## config.mk

```make
export PLATFORM = sky130hd
export DESIGN_NAME = piso_feed_311
export DESIGN_NICKNAME = d
export VERILOG_FILES = /design/src/rtl/piso_feed_311_pkg.sv /design/src/rtl/piso_feed_311.sv
export VERILOG_INCLUDE_DIRS = /design/src /design/src/rtl
export SDC_FILE = /design/constraint.sdc
export NUM_CORES = 1
export LEC_CHECK = 0
export ABC_CLOCK_PERIOD_IN_PS = 1600
export BUFFER_PORTS_ARGS = -buffer_cell sky130_fd_sc_hd__buf_2
export CAP_MARGIN = 20
export CORE_MARGIN = 3
export CORE_UTILIZATION = 43
export CTS_BUF_LIST = sky130_fd_sc_hd__clkbuf_8
export CTS_CLUSTER_SIZE = 8
export DETAILED_ROUTE_END_ITERATION = 12
export HOLD_SLACK_MARGIN = 0.15
export PLACE_DENSITY_LB_ADDON = 0.2
export SKIP_LAST_GASP = 1
export SYNTH_ARGS = -nofsm -noshare
export SYNTH_HDL_FRONTEND = slang
export SYNTH_SLANG_ARGS = --single-unit
```

## constraint.sdc

```tcl
create_clock -name clk_311 -period 1.6 [get_ports clk_311]
set_input_delay 0.08 -clock clk_311 [delete_from_list [all_inputs] [get_ports clk_311]]
set_output_delay 0.08 -clock clk_311 [all_outputs]
set_load 0.01 [all_outputs]
```

## src/rtl/piso_feed_311_defs.vh

```
// Shared constants for the piso_feed_311 serializer: FSM state codes and default word width.
`ifndef PISO_FEED_311_DEFS_VH
`define PISO_FEED_311_DEFS_VH

`define PISO_FEED_311_IDLE  1'b0
`define PISO_FEED_311_SHIFT 1'b1
`define PISO_FEED_311_WIDTH 8

`endif

```

## src/rtl/piso_feed_311_pkg.sv

```systemverilog
// Types and defaults for piso_feed_311, built on the shared define file.
`include "piso_feed_311_defs.vh"

package piso_feed_311_pkg;

    localparam int DEFAULT_WIDTH = `PISO_FEED_311_WIDTH;

    typedef enum logic {
        IDLE  = `PISO_FEED_311_IDLE,
        SHIFT = `PISO_FEED_311_SHIFT
    } state_t;

endpackage

```

## src/rtl/piso_feed_311.sv

```systemverilog
// Parallel-in serial-out feeder: accepts a word on valid/ready and shifts it out one bit per clock,
// with zero-gap back-to-back words and a quiet zero line while idle.
module piso_feed_311
    import piso_feed_311_pkg::*;
#(
    parameter int WIDTH     = DEFAULT_WIDTH,
    parameter bit MSB_FIRST = 1'b1
) (
    input  logic             clk_311,
    input  logic             rst_311,
    input  logic [WIDTH-1:0] data_in_311,
    input  logic             valid_311,
    output logic             ready_311,
    output logic             in_311,
    output logic             busy_311,
    output logic             last_311
);

    localparam int            CW       = (WIDTH > 1) ? $clog2(WIDTH) : 1;
    localparam logic [CW-1:0] LAST_IDX = CW'(WIDTH - 1);

    state_t           state, state_next;
    logic [WIDTH-1:0] shreg, shreg_next;
    logic [CW-1:0]    cnt, cnt_next;
    logic             in_next, last_next, busy_next;
    logic             accept;

    // Bit that goes on the line next, and the word left after removing it.
    function automatic logic head(input logic [WIDTH-1:0] w);
        return MSB_FIRST ? w[WIDTH-1] : w[0];
    endfunction

    function automatic logic [WIDTH-1:0] advance(input logic [WIDTH-1:0] w);
        return MSB_FIRST ? (w << 1) : (w >> 1);
    endfunction

    // Ready during the last bit lets the next word follow with no idle cycle.
    assign ready_311 = (state == IDLE) || last_311;
    assign accept    = valid_311 && ready_311;

    // NOTE: every combinational output gets a default first so no path can infer a latch.
    always_comb begin
        state_next = state;
        shreg_next = shreg;
        cnt_next   = cnt;
        in_next    = in_311;
        last_next  = last_311;

        if (accept) begin
            state_next = SHIFT;
            shreg_next = advance(data_in_311);
            in_next    = head(data_in_311);
            cnt_next   = '0;
            last_next  = 1'b0;
        end else if (state == SHIFT) begin
            if (last_311) begin
                state_next = IDLE;
                shreg_next = '0;
                cnt_next   = '0;
                in_next    = 1'b0;
                last_next  = 1'b0;
            end else begin
                shreg_next = advance(shreg);
                in_next    = head(shreg);
                cnt_next   = cnt + 1'b1;
                last_next  = (cnt_next == LAST_IDX);
            end
        end

        busy_next = (state_next == SHIFT);
    end

    // NOTE: state uses non-blocking assignments so every register samples pre-edge values.
    always_ff @(posedge clk_311 or negedge rst_311) begin
        if (!rst_311) begin
            state    <= IDLE;
            shreg    <= '0;
            cnt      <= '0;
            in_311   <= 1'b0;
            busy_311 <= 1'b0;
            last_311 <= 1'b0;
        end else begin
            state    <= state_next;
            shreg    <= shreg_next;
            cnt      <= cnt_next;
            in_311   <= in_next;
            busy_311 <= busy_next;
            last_311 <= last_next;
        end
    end

endmodule

```

## Yosys cells after proc, flatten, opt, wreduce, memory -nomap -nowiden

Index checks and enable logic that the tools add are counted.

| cells by class | value |
|---|---|
| magnitude comparators | 0 |
| muxes and demuxes | 15 |
| reduce and logical (&&, ||, !) cells | 3 |
| equal/unequal tests | 1 |
| bitwise gates (word level) | 1 |
| shifts and indexed selects | 0 |
| multiply operators | 0 |
| div/mod/pow operators | 0 |
| add/sub/neg operators | 1 |

Operators with widths:

| cell | count |
|---|---|
| $mux 8 | 3 |
| $mux 1 | 9 |
| $mux 3 | 3 |
| $add 3x1->3 const B | 1 |
| $eq 3x3->1 const B | 1 |
| $reduce_bool 2->1 | 1 |
| $logic_and 1x1->1 | 1 |
| $logic_or 1x1->1 | 1 |
| $not 1->1 | 1 |

| storage, ports and cells | value |
|---|---|
| flip-flop bits (word level) | 14 |
| bits of input ports | 11 |
| memory bits (read-only) | 0 |
| memories | 0 |
| latch bits | 0 |
| bits in writable memories | 0 |
| output and inout port bits | 4 |
| word-level logic and storage cells | 26 |

## Longest topological paths before layout

Gate-level depths: netlist (run 1).

| logic depth | value |
|---|---|
| word-level depth | 5 |
| mapped depth | 4 |

## Worst setup path before layout (run 1)

Ideal clock, no wire load.

| timing | value |
|---|---|
| path type | reg-to-reg |
| start | register cnt[0] |
| end | register last_311 |
| setup time | 122 ps |
| arrival | 984 ps |
| period minus slack after synthesis | 1105 ps |
| buffers on the path | 0 |
| path slack | 495 ps |
| cell stages (with the launch flop) | 4 |
| cell sequence | dfrtp_1 ha_1 xor2_1 a32o_1 |

| between the ends | value |
|---|---|
| longest elaborated chain between the ends | 5 |

Ends and longest elaborated chain:

| what | RTL line | RTL |
|---|---|---|
| start, declared | piso_feed_311.sv:24 | `logic [CW-1:0] cnt, cnt_next;` |
| start signal, assigned | piso_feed_311.sv:85 | `cnt <= cnt_next;` |
| $add 3x1->3 | piso_feed_311.sv:65 | `cnt_next = cnt + 1'b1;` |
| $eq 3x3->1 | piso_feed_311.sv:66 | `last_next = (cnt_next == LAST_IDX);` |
| $mux 1 | piso_feed_311.sv:56 | `if (last_311) begin` |
| $mux 1 | piso_feed_311.sv:55 | `end else if (state == SHIFT) begin` |
| $mux 1 | piso_feed_311.sv:49 | `if (accept) begin` |
| end signal, assigned | piso_feed_311.sv:88 | `last_311 <= last_next;` |
| end, declared | piso_feed_311.sv:16 | `output logic last_311` |

Every way passes these cells. The select of a mux whose other input is x is not followed.
A chain may end at the register's enable or synchronous reset.

## Final worst setup path (run 1)

| timing | value |
|---|---|
| start | register state |
| end | output port ready_311 |

| between the ends | value |
|---|---|
| longest elaborated chain between the ends | 2 |

Ends and longest elaborated chain:

| what | RTL line | RTL |
|---|---|---|
| start, declared | piso_feed_311.sv:22 | `state_t state, state_next;` |
| start signal, assigned | piso_feed_311.sv:83 | `state <= state_next;` |
| $not 1->1 | piso_feed_311.sv:38 | `assign ready_311 = (state == IDLE) \|\| last_311;` |
| $logic_or 1x1->1 | piso_feed_311.sv:38 |  |
| end, declared | piso_feed_311.sv:13 | `output logic ready_311,` |

Every way passes these cells.

==> out/qor.yml, run 1 <==
final_hold_viol_count: 0
clkTransAtPathRegs_ns: 0.06
clock_skew_ns: 0.00291
max_cap_violations: 0
grt_pass1_wl_mm: 2.13
gp_congestion: 0.709
postCtsHoldBufs: 9
outcome: "finished, final reports clean"
io_buffers: 14
clk_latency_ns: 0.24
die_x_um: 46.1
area_growth_pct: 26.6
grt_pass1_vias: 504
cp-startpoint: "state"
worst_slew_pin_slew_ns: 0.381
wirelength_mm: 1.28
grt_max_degree: 19
clock.fmax_mhz: 697
ant_nets: 0
synth_area_leader_cell: "dfrtp_1"
wl_met3_um: 105
start_util_pct: 49.4
syn_inst: 61
tns_ns: 0
rr_startpoint: "state"
first_iter_violations: 5
yosysSeqAreaShare_pct: 47.1
synth_top_area_share_pct: 47.1
final_util_pct: 62.5
cts_tree: "done"
period_needed_ns: 1.44
core_area_um2: 1400
rsz0062_at_grt: "false"
hpwl_um: 832
rrSetupSlack_ns: 0.36
min_path_type: "primary input to async pin"
syn-num-nets: 74
endpoint_kind: "primary output"
dpl_worst_slack_ns: 0.386
num_vias: 524
met2_wirelength_um: 586
cp.required_ns: 1.52
rows: 13
syn_area_um2: 691
fp.dieH_um: 46.1
critical_path_class: "flip-flop to primary output"
cellLeakagePower_uw: 0.000432
yosys_warnings: 0
met1_length_um: 592
fin_nets: 99
drv_slew: 0
period_share_pct: 89.7
critPathLaunchType: "flip-flop"
cts_root_buf: "clkbuf_8"
multi_input_comb_area_um2: 284
slew_headroom_pct: 74.6
groute.usage.overall_pct: 14.2
fp.dieArea_um2: 2120
avgSynthCellArea_um2: 11.3
ir_worst_vdd_mv: 0.906
crit_path_max_fanout: 12
antenna_cells: 0
fin_ws_ns: 0.164
ys_ff_latch: 13
via_per_inst: 5.24
routed.top_layer: "met3"
post_cts_buffers: 0
arrival_ns: 1.36
io_pins: 15
grt_overflow: 0
cts_buffer_depth: 2
drc_errors: 0
synthDistinctLibCells: 18
wl_per_cell_um: 12.8
regArea_um2: 325
fillers: 117
cts.sinks: 13
finalSetupViolCount: 0
drive_gt1_share_pct: 25.9
cts_resized: 0
htreeDepth: 1
first_pass_iters: 4
cts_made_buffers: 3
synth_area_leaders: "dfrtp_1, mux2i_1, o221ai_1, nand3_1, inv_1"
antenna_found_initial: 0
cellPowerDensity_nw_per_um2: 1650
[cells in the mapped netlist]
master	n
dfrtp_1	13
inv_1	8
and2b_2	1
a32o_1	1
o21ai_1	1
ha_1	2
nand2b_2	1
a22o_1	2
buf_2	1
o221ai_1	7
nor2_1	2
mux2_2	1
buf_12	1
inv_2	1
mux2i_1	8
xor2_1	1
buf_6	2
nand3_1	8
[critical path, stage by stage (launching register included)]
cell,delay [ns]
dfrtp_1,0.51
and2b_2,0.29
inv_2,0.15
buf_2,0.16
[placed cells by master (no fill, tap or decap), drive strengths merged, types with 2 or more instances in the layout]
master,instances
a22o,2
ha,2
clkbuf,3
o221ai,7
dfrtp,13
nand3,8
inv,10
nor2,2
mux2i,8
buf,15
dlygate4sd3,9
[through the flow]
step	total power, uW	cells	hold slack, ns	area [um^2]
after floorplan	999	61	-0.216	691
after global placement	1130	87	-0.0176	739
after global routing	1560	100	0.272	875
after detailed placement	1140	87	-0.0142	739
after CTS	1450	100	0.265	875
final	1440	100	0.252	875
[logic make-up after synthesis]
| family | after synthesis | synth area share (%) |
|---|---|---|
| xor+xnor | 1 | 1.27 |
| mux | 9 | 13.2 |
| fa+ha+maj | 2 | 3.62 |
| compound gates | 11 | 13.6 |
| flops | 13 | 47.1 |
| simple gates | 12 | 9.42 |
| buf+inv | 13 | 11.8 |
[final timing paths]
path | end | depth (start not counted)
max in group asynchronous | shreg[4] | 2
min reg2reg | cnt[2] | 1
min in group clk_311 | shreg[1] | 3
max reg2reg | shreg[2] | 3
min | cnt[0] | 2
max | ready_311 | 3
[sequential cells by signal, indices dropped and copies added (netlist names)]
name,flops
shreg,7
cnt,3
in_311,1
last_311,1
state,1
[cell type report]
class,instances,area share [%]
clock buffer,3,4.72
inverter,9,3.86
timing repair buffer,24,19.2
sequential,13,37.2
multi-input combinational,35,32.5
clock inverter,1,0.429
tap,15,2.15
[metal layers]
metal	up-vias	global-route usage [%]
met5	-	0
met4	0	1.70
met3	0	7.03
met2	19	22.5
met1	241	17.8
li1	264	-
[where the power goes]
part / total, uW / internal [uW] / switching (uW)
sequential: 565 / 463 / 102
clock: 286 / 169 / 117
combinational: 589 / 286 / 303
No activity file was read; power rests on OpenSTA's default activity.
==> run 2: changes to the inputs <==
Settings changed: CELL_PAD_IN_SITES_DETAIL_PLACEMENT set to 0, CELL_PAD_IN_SITES_GLOBAL_PLACEMENT set to 1, CORE_UTILIZATION 43 to 42, REMOVE_ABC_BUFFERS set to 1.
==> out/qor.yml, run 2 (synthesis results as in run 1) <==
rsz0062_at_grt: "false"  # unchanged
grt_overflow: 0  # unchanged
cts.sinks: 13  # unchanged
p_total_uw: 1460  # was 1440 uW
io_buffers: 14  # unchanged
groute.usage.overall_pct: 14.2  # about the same
num_vias: 541  # was 524
clkTransAtPathRegs_ns: 0.06  # about the same
clock_skew_ns: 0.00202  # was 0.00291 ns
arrival_ns: 1.18  # was 1.36 ns
final_hold_viol_count: 0  # unchanged
critPathLaunchType: "flip-flop"  # unchanged
drv_slew: 0  # unchanged
antenna_found_initial: 0  # unchanged
ir_worst_vdd_mv: 0.813  # was 0.906 mV
cts_buffer_depth: 2  # unchanged
max_cap_violations: 0  # unchanged
largest_register: "shreg"  # unchanged
finalSetupViolCount: 0  # unchanged
ant_nets: 0  # unchanged
drive_gt1_share_pct: 27.9  # was 25.9%
outcome: "finished, final reports clean"  # unchanged
cellLeakagePower_uw: 0.000434  # was 0.000432 uW
fp.dieH_um: 46.6  # was 46.1 um
fin_nets: 100  # was 99
placed_cells: 89  # was 87
critical_path_class: "flip-flop to primary output"  # unchanged
endpoint_kind: "primary output"  # unchanged
via_per_inst: 5.30  # was 5.24
final_cells: 102  # was 100
final_cell_mix: "buf_2, dfrtp_1, dlygate4sd3_1"  # was buf_2, dfrtp_1, inv_1, dlygate4sd3_1
hpwl_um: 882  # was 832 um
start_util_pct: 45.3  # was 49.4%
cts_resized: 0  # unchanged
slew_headroom_pct: 73.6  # was 74.6%
period_needed_ns: 1.26  # was 1.44 ns
cellPowerDensity_nw_per_um2: 1650  # about the same
cts_root_buf: "clkbuf_8"  # unchanged
gp_congestion: 0.655  # was 0.709
period_share_pct: 78.8  # was 89.7%
htreeDepth: 1  # unchanged
fp.dieArea_um2: 2170  # was 2120 um^2
clk_latency_ns: 0.24  # about the same
wirelength_mm: 1.29  # was 1.28 mm
reg_top3: "shreg x7, cnt x3"  # unchanged
largest_reg_flops: 7  # unchanged
final_common_cell: "buf_2"  # unchanged
antenna_cells: 0  # unchanged
grt_pass1_vias: 524  # was 504
grt_pass1_wl_mm: 2.15  # was 2.13 mm
rows: 14  # was 13
cp.required_ns: 1.52  # about the same
worst_slew_pin_slew_ns: 0.397  # was 0.381 ns
min_path_type: "primary input to async pin"  # unchanged
crit_path_max_fanout: 9  # was 12
cts_tree: "done"  # unchanged
io_pins: 15  # unchanged
clock.fmax_mhz: 793  # was 697 MHz
area_growth_pct: 28.1  # was 26.6%
first_iter_violations: 12  # was 5
cts_made_buffers: 3  # unchanged
core_area_um2: 1520  # was 1400 um^2
drc_errors: 0  # unchanged
wl_per_cell_um: 12.6  # was 12.8 um
grt_max_degree: 19  # unchanged
tns_ns: 0  # unchanged
fillers: 140  # was 117
die_x_um: 46.6  # was 46.1 um
first_pass_iters: 3  # was 4
[run 2: changes by cell type in the layout (fill, tap and decap cells not counted)]
cell and delta:
buf_4 +1, clkinv_2 +1, inv_1 -1
[run 2: path summary, 6_finish.rpt]
path                            from         to  slack [ns]  cells after the start
setup / recovery               state  ready_311        0.34                      3
max in group asynchronous    rst_311      state        1.11                      2
hold / removal               rst_311   shreg[1]        0.26                      2
hold reg to reg               cnt[2]     cnt[2]        0.54                      1
min in group clk_311       valid_311   shreg[1]        0.31                      3
setup reg to reg              cnt[0]   last_311        0.46                      3
[run 2: worst max-delay path, stage by stage (launching register included)]
cell and delay (ns):
dfrtp_1 0.40, and2b_2 0.23, inv_2 0.15, buf_2 0.16
[run 2: per-stage QoR]
step / instance area (um^2) / utilization [%] / hold WS [ns] / worst slack [ns]
6_report: 885 / 58.0 / 0.262 / 0.339
2_1_floorplan: 643 / - / -0.216 / 0.417
3_3_place_gp: 748 / 49.1 / -0.0184 / 0.480
4_1_cts: 885 / 58.0 / 0.265 / 0.328
5_1_grt: 885 / 58.0 / 0.287 / 0.286
3_5_place_dp: 748 / 49.1 / -0.0159 / 0.470
[run 2: area by class of cell]
type	instances	area [um^2]	area share (%)
Sequential cell	13	325	36.8
Multi-Input combinational cell	35	284	32.1
Timing Repair Buffer	25	175	19.8
Clock buffer	3	41.3	4.67
Inverter	9	33.8	3.82
Tap cell	16	20.0	2.26
Clock inverter	1	5.00	0.566
[run 2: timing repair]
item / 4_1_cts / 5_1_grt
hold buffers: 9 / 0
endpoints found under the hold margin: 21 / 0
setup buffers: 0 / 0
[run 2: power by group]
part / internal (uW) / switching (uW) / leakage (uW)
clock network: 172 / 113 / 0.0000255
registers: 463 / 77.3 / 0.000166
logic: 301 / 330 / 0.000242
total: 936 / 520 / 0.000434
[run 2: routing by layer]
| layer | up-vias | global-route usage [%] | share of wire (%) |
|---|---|---|---|
| met5 | - | 0 | 0 |
| met4 | 0 | 5.11 | 0 |
| met3 | 0 | 3.52 | 4.5 |
| met2 | 12 | 22.5 | 49 |
| met1 | 260 | 18.6 | 46 |
| li1 | 269 | - | - |
